[config.mk]
export PLATFORM = sky130hd
export DESIGN_NAME = clk_div_prog
export DESIGN_NICKNAME = d
export VERILOG_FILES = /design/src/rtl/clk_div_prog.sv
export SDC_FILE = /design/constraint.sdc
export NUM_CORES = 1
export LEC_CHECK = 0
export CAP_MARGIN = 40
export CORE_MARGIN = 10
export CORE_UTILIZATION = 32
export CTS_CLUSTER_SIZE = 28
export DETAILED_ROUTE_END_ITERATION = 8
export GPL_TIMING_DRIVEN = 0
export PLACE_DENSITY = 0.54
export SLEW_MARGIN = 15
export SYNTH_ARGS = -nofsm -noshare
export SYNTH_HDL_FRONTEND = slang
export SYNTH_SLANG_ARGS = --single-unit
[constraint.sdc]
create_clock -name clk -period 3.8 [get_ports clk]
set_input_delay 0.57 -clock clk [delete_from_list [all_inputs] [get_ports clk]]
set_output_delay 0.57 -clock clk [all_outputs]
set_load 0.1 [all_outputs]
[src/rtl/clk_div_prog.sv]
// clk_div_prog: multi-channel programmable integer clock divider.
// Each channel divides clk by its own ratio and produces a registered divided
// clock, a one-cycle enable pulse at the start of every output period, and a
// one-cycle pulse when a newly sampled divisor becomes the active one.
//
// Ports:
//   clk     system clock
//   rst_n   asynchronous active-low reset
//   en_i    per-channel enable
//   sync_i  single-cycle pulse restarting every enabled channel together
//   div_i   per-channel divisor, channel n at [n*DIV_W +: DIV_W]; 0 acts as 1
//   clk_o   registered divided clock per channel (high floor(D/2), low ceil(D/2))
//   ce_o    one-cycle pulse at the start of each output period
//   upd_o   one-cycle pulse when a changed divisor takes effect
module clk_div_prog #(
  parameter int NUM_CH = 4,
  parameter int DIV_W  = 8
) (
  input  logic                    clk,
  input  logic                    rst_n,
  input  logic [NUM_CH-1:0]       en_i,
  input  logic                    sync_i,
  input  logic [NUM_CH*DIV_W-1:0] div_i,
  output logic [NUM_CH-1:0]       clk_o,
  output logic [NUM_CH-1:0]       ce_o,
  output logic [NUM_CH-1:0]       upd_o
);

  for (genvar g = 0; g < NUM_CH; g++) begin : g_ch
    logic [DIV_W-1:0] deff;
    logic [DIV_W-1:0] dact_q, dact_d;
    logic [DIV_W-1:0] cnt_q, cnt_d;
    logic             en_q;
    logic             clk_q, clk_d;
    logic             ce_q, ce_d;
    logic             upd_q, upd_d;
    logic             wrap;

    always_comb begin
      deff = div_i[g*DIV_W +: DIV_W];
      if (deff == '0) deff = DIV_W'(1);
    end

    assign wrap = (cnt_q == dact_q - 1'b1) || sync_i;

    always_comb begin
      dact_d = dact_q;
      cnt_d  = cnt_q;
      clk_d  = 1'b0;
      ce_d   = 1'b0;
      upd_d  = 1'b0;
      if (!en_i[g]) begin
        // Park one step before the wrap so the first enabled edge starts a period.
        dact_d = deff;
        cnt_d  = deff - 1'b1;
      end else if (wrap) begin
        dact_d = deff;
        cnt_d  = '0;
        ce_d   = 1'b1;
        upd_d  = (deff != dact_q) && en_q;
        clk_d  = cnt_d < (dact_d >> 1);
      end else begin
        cnt_d  = cnt_q + 1'b1;
        clk_d  = cnt_d < (dact_d >> 1);
      end
    end

    always_ff @(posedge clk or negedge rst_n) begin
      if (!rst_n) begin
        dact_q <= DIV_W'(1);
        cnt_q  <= '0;
        en_q   <= 1'b0;
        clk_q  <= 1'b0;
        ce_q   <= 1'b0;
        upd_q  <= 1'b0;
      end else begin
        dact_q <= dact_d;
        cnt_q  <= cnt_d;
        en_q   <= en_i[g];
        clk_q  <= clk_d;
        ce_q   <= ce_d;
        upd_q  <= upd_d;
      end
    end

    assign clk_o[g] = clk_q;
    assign ce_o[g]  = ce_q;
    assign upd_o[g] = upd_q;
  end

endmodule

==> out/qor.yml, run 1 <==
status: "finished, final reports clean"
synth_area_leaders: "dfrtp_1 32%, xnor2_1 13%, ha_1 7.6%"
detail_route.wl_per_cell_um: 17.1
syn_nets: 707
cp_cell_sequence: "clkdlybuf4s50_1 -> or3_1 -> or4_1 -> o21bai_1 -> inv_1 -> ha_1 -> nor3b_1 -> xnor2_1 -> o2bb2ai_1"
place_hpwl_um: 12100
ios: 51
fin_area_sq_um: 7270
overflow: 0
swShare_pct: 31.7
p_seq_share_pct: 35.5
clkPwrFrac_pct: 35.8
placed_area_sq_um: 6940
portBuffers: 46
maxCapViolCount: 0
grt_setup_unrepaired: "false"
clock_sinks: 80
start_util_pct: 32.8
wl_met3_um: 769
path_max_fanout: 5
dieHeight_um: 156
ir_drop_mv: 0.231
max_freq_ghz: 0.318
yosys.area.top_type: "dfrtp_1"
critical_path_required_ns: 4.03
synth_cells: 632
post_cts_resized: 0
path_clk_slew_ns: 0.07
fp.dieArea_sq_um: 24500
layout_min_cycle_time_ns: 3.15
dr_wl_met2_um: 7570
tritoncts: "built"
syn_to_final_growth_pct: 22.2
ys_top_cells_by_count: "86 x xnor2_1, 76 x dfrtp_1, 44 x inv_1"
synth_top_area_share_pct: 32.0
setup_ws_ns: 0.654
fill_cells: 1779
postCtsHoldBufs: 0
synth.cell_area_sq_um: 5950
rr_endpoint: "g_ch[1].cnt_q[7]"
synth_most_common_cell: "xnor2_1"
gp_congestion: 0.882
finClkSkew_ns: 0.00733
crit_type: "input pin to flop"
post-route-drc-count: 0
r2r-start: "g_ch[1].dact_q[0]"
async_flop_share_pct: 100
critPathBufInv: 2
final_layout_size_suffix_gt1_share_pct: 11.7
setup_violations: 0
nets: 777
wl_met1_um: 7450
post-place-ws_ns: 0.286
p_sw_uw: 896
grt_max_degree: 60
firstDrtPassIters: 5
crit_family: "simple AND/OR/NAND/NOR gates"
cts_buffers: 9
via_per_inst: 5.19
routed.top_layer: "met4"
antenna_found_initial: 0
antenna_left: 0
crit_path_max_incr_delay_ns: 0.52
clock-root-buffer: "clkbuf_16"
vias: 4860
critical_path.slowest_cell: "clkdlybuf4s50_1"
drt-total-wl_um: 16000
power.leakage_uw: 0.00309
slew_headroom_pct: 50.4
post-route-util_pct: 40.1
first_iter_violations: 290
synth_area_per_cell_sq_um: 9.42
p_per_area_nw_per_um2: 389
finalNonFillerCells: 936
reg2reg_depth: 8
arrival_ns: 3.37
track_usage_pct: 13.5
placeableCoreArea_sq_um: 18100
synth_ff_type: "dfrtp_1"
intPower_uw: 1930
end_kind: "flop"
synth_edf_count: 0
htree_levels: 3
synth_cell_types: 69
ff2ff_setup_slack_ns: 0.76
p_comb_share_pct: 28.7
clk_latency_ns: 0.35
placed_cells: 920
ys_seq_area_share_pct: 33.7
dieWidth_um: 156
tns_ns: 0
finalCritPeriodShare_pct: 82.8
grt_pass1_wl_um: 26800
row_count: 49
slew_viol_final: 0
diodes: 0
post-cts-setup-buffers: 0
hold_path.class: "input pin to async pin"
grt_pass1_vias: 5211
hold_viol: 0
cp-start-kind: "input pin"
synth-seq-cells: 80
worst_slew_pin_slew_ns: 0.744
clockBufferDepth: 2
ys_warn_count: 0
cells in the final DEF (no fill, tap or decap), types with 10 or more instances in the layout:
| cell type | count |
|---|---|
| and3_1 | 10 |
| buf_4 | 13 |
| clkbuf_1 | 29 |
| clkdlybuf4s50_1 | 45 |
| dfrtp_1 | 76 |
| ha_1 | 36 |
| inv_1 | 44 |
| mux2_2 | 15 |
| nand2_1 | 26 |
| nand3_1 | 28 |
| nor2_1 | 33 |
| nor3_1 | 15 |
| o21ai_0 | 21 |
| o2bb2ai_1 | 15 |
| xnor2_1 | 86 |
| xor2_1 | 26 |
power by group through the flow:
stage	registers [uW]	logic, uW	clock network (uW)
3_3_place_gp	1020	752	0
4_1_cts	1000	815	1040
3_5_place_dp	1020	810	0
5_1_grt	1010	897	1080
6_report	1000	811	1010
2_1_floorplan	996	558	0
layout make-up:
| type | count | area (sq um) | area share, % |
|---|---|---|---|
| multi-input cells | 461 | 3530 | 48.5 |
| flip-flops and latches | 80 | 2010 | 27.6 |
| repair buffers | 59 | 703 | 9.67 |
| well taps | 229 | 287 | 3.94 |
| plain buffers | 46 | 248 | 3.41 |
| clock buffers | 12 | 236 | 3.25 |
| inverters | 45 | 169 | 2.32 |
| clock inverters | 4 | 95.1 | 1.31 |
logic make-up (layout without fill, tap and decap cells):
kind of cell	Yosys count	in the layout	synth area share, %
xor gates and xnor gates	112	112	16.5
DFF	80	80	33.7
buffers and inverters	91	166	7.00
and+or+nand+nor	179	179	16.5
muxes	26	26	4.94
adders and majority gates	36	36	7.57
AOI/OAI and AO/OA	108	108	13.8
layer usage:
layer | vias up | global-route usage (%)
met4 | 0 | 3.73
met1 | 2376 | 17.2
met2 | 97 | 22.1
li1 | 2366 | -
met3 | 21 | 3.65
met5 | - | 0
state kept, by name, indices dropped and copies added, names as in the netlist:
name,count
g_ch.ce_q,4
g_ch.clk_q,4
g_ch.cnt_q,32
g_ch.dact_q,32
g_ch.en_q,4
g_ch.upd_q,4
worst max-delay path by stage:
stage / slack, ns / cells past startpoint / endpoint / from
after floorplan: 1.08 / 9 / g_ch[3].dact_q[5] / g_ch[3].dact_q[1]
after global placement: -0.86 / 1 / g_ch[0].dact_q[5] / rst_n
after detailed placement: 0.29 / 9 / g_ch[0].cnt_q[6] / div_i[4]
after CTS: 0.66 / 9 / g_ch[0].cnt_q[6] / div_i[4]
after global routing: 0.49 / 9 / g_ch[0].cnt_q[6] / div_i[4]
final: 0.65 / 9 / g_ch[0].cnt_q[6] / div_i[4]
per-stage QoR:
| stage | hold slack [ns] | power, uW |
|---|---|---|
| 2_1_floorplan | 0.274 | 1550 |
| 3_3_place_gp | 0.488 | 1770 |
| 3_5_place_dp | 0.488 | 1830 |
| 4_1_cts | 0.121 | 2860 |
| 5_1_grt | 0.131 | 2990 |
| 6_report | 0.116 | 2830 |
Note: power is estimated with default switching activity, not from simulation.
==> run 2, diff against run 1 <==
PLACE_DENSITY = 0.56   (was 0.54)
clock period = 2.69 ns   (was 3.8 ns; I/O delays follow)
==> out/qor.yml, run 2 (synthesis results as in run 1) <==
status: "finished, final reports clean"
dieWidth_um: 156
final_cell_mix: "84 x xnor2_1, 71 x dfrtp_1, 42 x inv_1, 42 x clkdlybuf4s50_1, 33 x ha_1"
slew_viol_final: 0
row_count: 49
diodes: 0
power.leakage_uw: 0.00321
final_common_cell: "xnor2_1"
dieHeight_um: 156
antenna_left: 0
layout_min_cycle_time_ns: 2.64
post-route-drc-count: 0
finClkSkew_ns: 0.00575
portBuffers: 46
postCtsHoldBufs: 0
gp_congestion: 0.891
htree_levels: 3
placed_area_sq_um: 6960
hold_path.class: "input pin to async pin"
critical_path_required_ns: 2.92
end_kind: "flop"
track_usage_pct: 13.4
setup_violations: 0
cts_buffers: 9
overflow: 0
fp.dieArea_sq_um: 24500
hold_viol: 0
grt_max_degree: 48
grt_pass1_wl_um: 26600
cp-start-kind: "flop"
grt_setup_unrepaired: "true"
final_layout_size_suffix_gt1_share_pct: 18.0
antenna_found_initial: 0
fin_area_sq_um: 7590
clock-root-buffer: "clkbuf_16"
crit_type: "flop to flop"
path_max_fanout: 9
path_clk_slew_ns: 0.06
grt_pass1_vias: 5274
clockBufferDepth: 2
firstDrtPassIters: 5
worst_slew_pin_slew_ns: 0.751
hold-worst-slack_ns: 0.0172
syn_to_final_growth_pct: 27.5
clk_latency_ns: 0.35
place_hpwl_um: 11900
via_per_inst: 5.25
maxCapViolCount: 0
slew_headroom_pct: 49.9
arrival_ns: 2.87
ir_drop_mv: 0.322
post-route-util_pct: 41.8
detail_route.wl_per_cell_um: 16.9
start_util_pct: 32.8
vias: 4962
p_per_area_nw_per_um2: 527
placeableCoreArea_sq_um: 18100
first_iter_violations: 302
max_freq_ghz: 0.378
reg_top3: "g_ch.cnt_q x32, g_ch.dact_q x32"
tns_ns: 0
finalCritPeriodShare_pct: 98.2
tritoncts: "built"
ios: 51
nets: 787
drt-total-wl_um: 16000
clock_sinks: 80
[run 2: changes by cell type in the layout (fill, tap and decap cells not counted), sizes merged]
cell,previous run,this run
buf,34,50
bufinv,3,2
clkbuf,38,33
clkdlybuf4s50,45,42
dlygate4sd2,0,1
dlymetal6s2s,0,2
[run 2: per-stage QoR]
stage	cells	worst slack [ns]	total power, uW
3_3_place_gp	907	-1.87	2500
4_1_cts	946	0.00132	4010
2_1_floorplan	632	0.0441	2200
6_report	946	0.0474	4000
5_1_grt	946	-0.0697	4240
3_5_place_dp	920	-0.594	2580
[run 2: layout make-up]
cell class / instances / area (sq um)
clock inverter: 3 / 65.1
timing repair buffer: 75 / 840
clock buffer: 13 / 260
inverter: 45 / 169
tap: 229 / 287
buffer: 40 / 231
sequential: 80 / 2010
multi-input combinational: 461 / 3720
fill: 1740 / 10600
[run 2: metal layers]
layer	track usage, %	wire, um	up-vias
li1	-	-	2391
met1	16.7	7410	2436
met2	21.8	7530	112
met3	3.73	769	23
met4	4.22	254	0
met5	0	0	-
[run 2: final timing paths]
path	start	endpoint	slack, ns	cells past startpoint
max in group asynchronous	rst_n	g_ch[0].dact_q[0]	2.01	2
worst min register to register	g_ch[3].en_q	g_ch[3].upd_q	0.49	1
min in group clk	div_i[13]	g_ch[1].dact_q[5]	0.45	3
worst max-delay path	g_ch[2].dact_q[0]	g_ch[2].dact_q[3]	0.05	8
worst max register to register	g_ch[2].dact_q[0]	g_ch[2].dact_q[3]	0.05	8
worst min-delay path	rst_n	g_ch[3].upd_q	0.02	1
[run 2: what timing repair did]
item | CTS | global route
buffers inserted | 11 | 5
pin swaps | 7 | 9
resized for setup | 21 | 25
endpoints found under the setup margin | 63 | 53
[run 2: report_power, final]
part / switching (uW) / internal, uW
Combinational: 654 / 553
Sequential: 128 / 1310
Clock: 493 / 863
[run 2: critical path, cell delays in order (launching register included)]
cell and delay [ns]:
dfstp_2 0.58, inv_1 0.11, ha_4 0.20, or3_1 0.36, a31oi_1 0.28, o211ai_1 0.26, and3_1 0.26, buf_4 0.18
mux2_2 0.28
==> run 3, diff against run 2 <==
CTS_CLUSTER_DIAMETER = 30   (was unset)
REMOVE_ABC_BUFFERS = 1   (was unset)
==> out/qor.yml, run 3 (synthesis results as in run 1) <==
clock_sinks: 80
track_usage_pct: 12.9
grt_pass1_wl_um: 25700
top_usage_layer: "met2"
finClkSkew_ns: 0.00773
path_clk_slew_ns: 0.06
use_met1_pct: 16.2
grt_use_met2_pct: 21.0
drt-total-wl_um: 15700
start_util_pct: 32.8
p_per_area_nw_per_um2: 522
final_cell_mix: "84 x xnor2_1, 70 x dfrtp_1, 47 x clkdlybuf4s50_1"
status: "finished, final reports clean"
nets: 758
fin_area_sq_um: 7360
gp_congestion: 0.863
crit_type: "flop to flop"
overflow: 0
row_count: 49
clk_latency_ns: 0.35
syn_to_final_growth_pct: 23.6
via_per_inst: 5.33
swShare_pct: 33.4
post-place-ws_ns: -0.640
critical_path_required_ns: 2.93
ios: 51
fp.dieArea_sq_um: 24500
tritoncts: "built"
portBuffers: 50
postCtsHoldBufs: 0
power_uw: 3840
path_max_fanout: 5
detail_route.wl_per_cell_um: 17.1
hold-worst-slack_ns: 0.0225
setup_violations: 0
dieHeight_um: 156
slew_viol_final: 0
first_iter_violations: 222
cp-start-kind: "flop"
met3_usage_pct: 2.55
grt_pass1_vias: 5072
layout_min_cycle_time_ns: 2.68
slew_headroom_pct: 51.5
worst_slew_pin_slew_ns: 0.725
final_layout_size_suffix_gt1_share_pct: 16.9
setup_ws_ns: 0.00646
p_comb_share_pct: 28.9
vias: 4885
place_hpwl_um: 11400
cts_buffers: 9
intPower_uw: 2550
placed_area_sq_um: 6720
grt_max_degree: 47
ff2ff_setup_slack_ns: 0.006
htree_levels: 3
hold_path.class: "input pin to async pin"
antenna_left: 0
end_kind: "flop"
final_common_cell: "xnor2_1"
diodes: 0
grt_setup_unrepaired: "true"
maxCapViolCount: 0
reg_top3: "g_ch.cnt_q x32, g_ch.dact_q x32"
placeableCoreArea_sq_um: 18100
firstDrtPassIters: 4
hold_viol: 0
power.leakage_uw: 0.00309
clkPwrFrac_pct: 32.4
clockBufferDepth: 2
ir_drop_mv: 0.258
post-route-drc-count: 0
arrival_ns: 2.92
finalCritPeriodShare_pct: 99.8
dieWidth_um: 156
p_seq_share_pct: 38.7
max_freq_ghz: 0.373
p_sw_uw: 1280
tns_ns: 0
antenna_found_initial: 0
clock-root-buffer: "clkbuf_16"
## run 3: cell types whose count changed in the layout (fill, tap and decap cells not counted), sizes merged
cell,change
nand3,+1
clkdlybuf4s50,+5
buf,-14
clkbuf,-22
bufinv,-1
dlygate4sd2,-1
clkinvlp,+3
## run 3: final timing paths
kind / startpoint / endpoint / cells after the start
max: g_ch[3].dact_q[1] / g_ch[3].dact_q[3] / 8
min: rst_n / g_ch[0].dact_q[5] / 1
max reg2reg: g_ch[3].dact_q[1] / g_ch[3].dact_q[3] / 8
min reg2reg: g_ch[3].en_q / g_ch[3].upd_q / 1
max in group asynchronous: rst_n / g_ch[1].dact_q[0] / 2
min in group clk: g_ch[3].en_q / g_ch[3].upd_q / 1
## run 3: repair_timing
item | in CTS | in global routing
setup endpoints to repair | 53 | 43
setup buffers | 7 | 14
gates cloned | 1 | 0
pin swaps | 3 | 9
resized for setup | 17 | 26
## run 3: per-layer routing
layer	wire, um	vias to the layer above
met5	0	-
met4	408	0
met3	621	29
met2	7640	100
met1	7020	2422
li1	-	2334
## run 3: critical path, cell delays in order, from the launching register on
cell and delay (ns):
dfrtp_1 0.40, inv_2 0.09, ha_4 0.13, or3b_4 0.39
or4_4 0.44, a2111oi_4 0.41, nand3_2 0.19, nand3_4 0.18
mux2_2 0.35
## run 3: layout make-up
cell class | count | area, sq um
multi-input cells | 462 | 3710
flip-flops and latches | 80 | 2010
inverters | 45 | 169
fillers | 1765 | 10800
well taps | 229 | 287
clock buffers | 11 | 233
clock inverters | 5 | 57.6
repair buffers | 85 | 892
## run 3: metrics by stage
step | instances | util [%]
floorplan | 586 | -
global placement | 865 | 35.8
detailed placement | 879 | 37.0
CTS | 903 | 39.4
global route | 917 | 40.5
finish | 917 | 40.5
## run 3: power groups by stage
stage	Clock [uW]	Combinational (uW)	Sequential [uW]
6_report	1240	1110	1490
5_1_grt	1330	1220	1500
4_1_cts	1290	1070	1480
3_5_place_dp	0	1030	1500
3_3_place_gp	0	952	1500
2_1_floorplan	0	599	1540
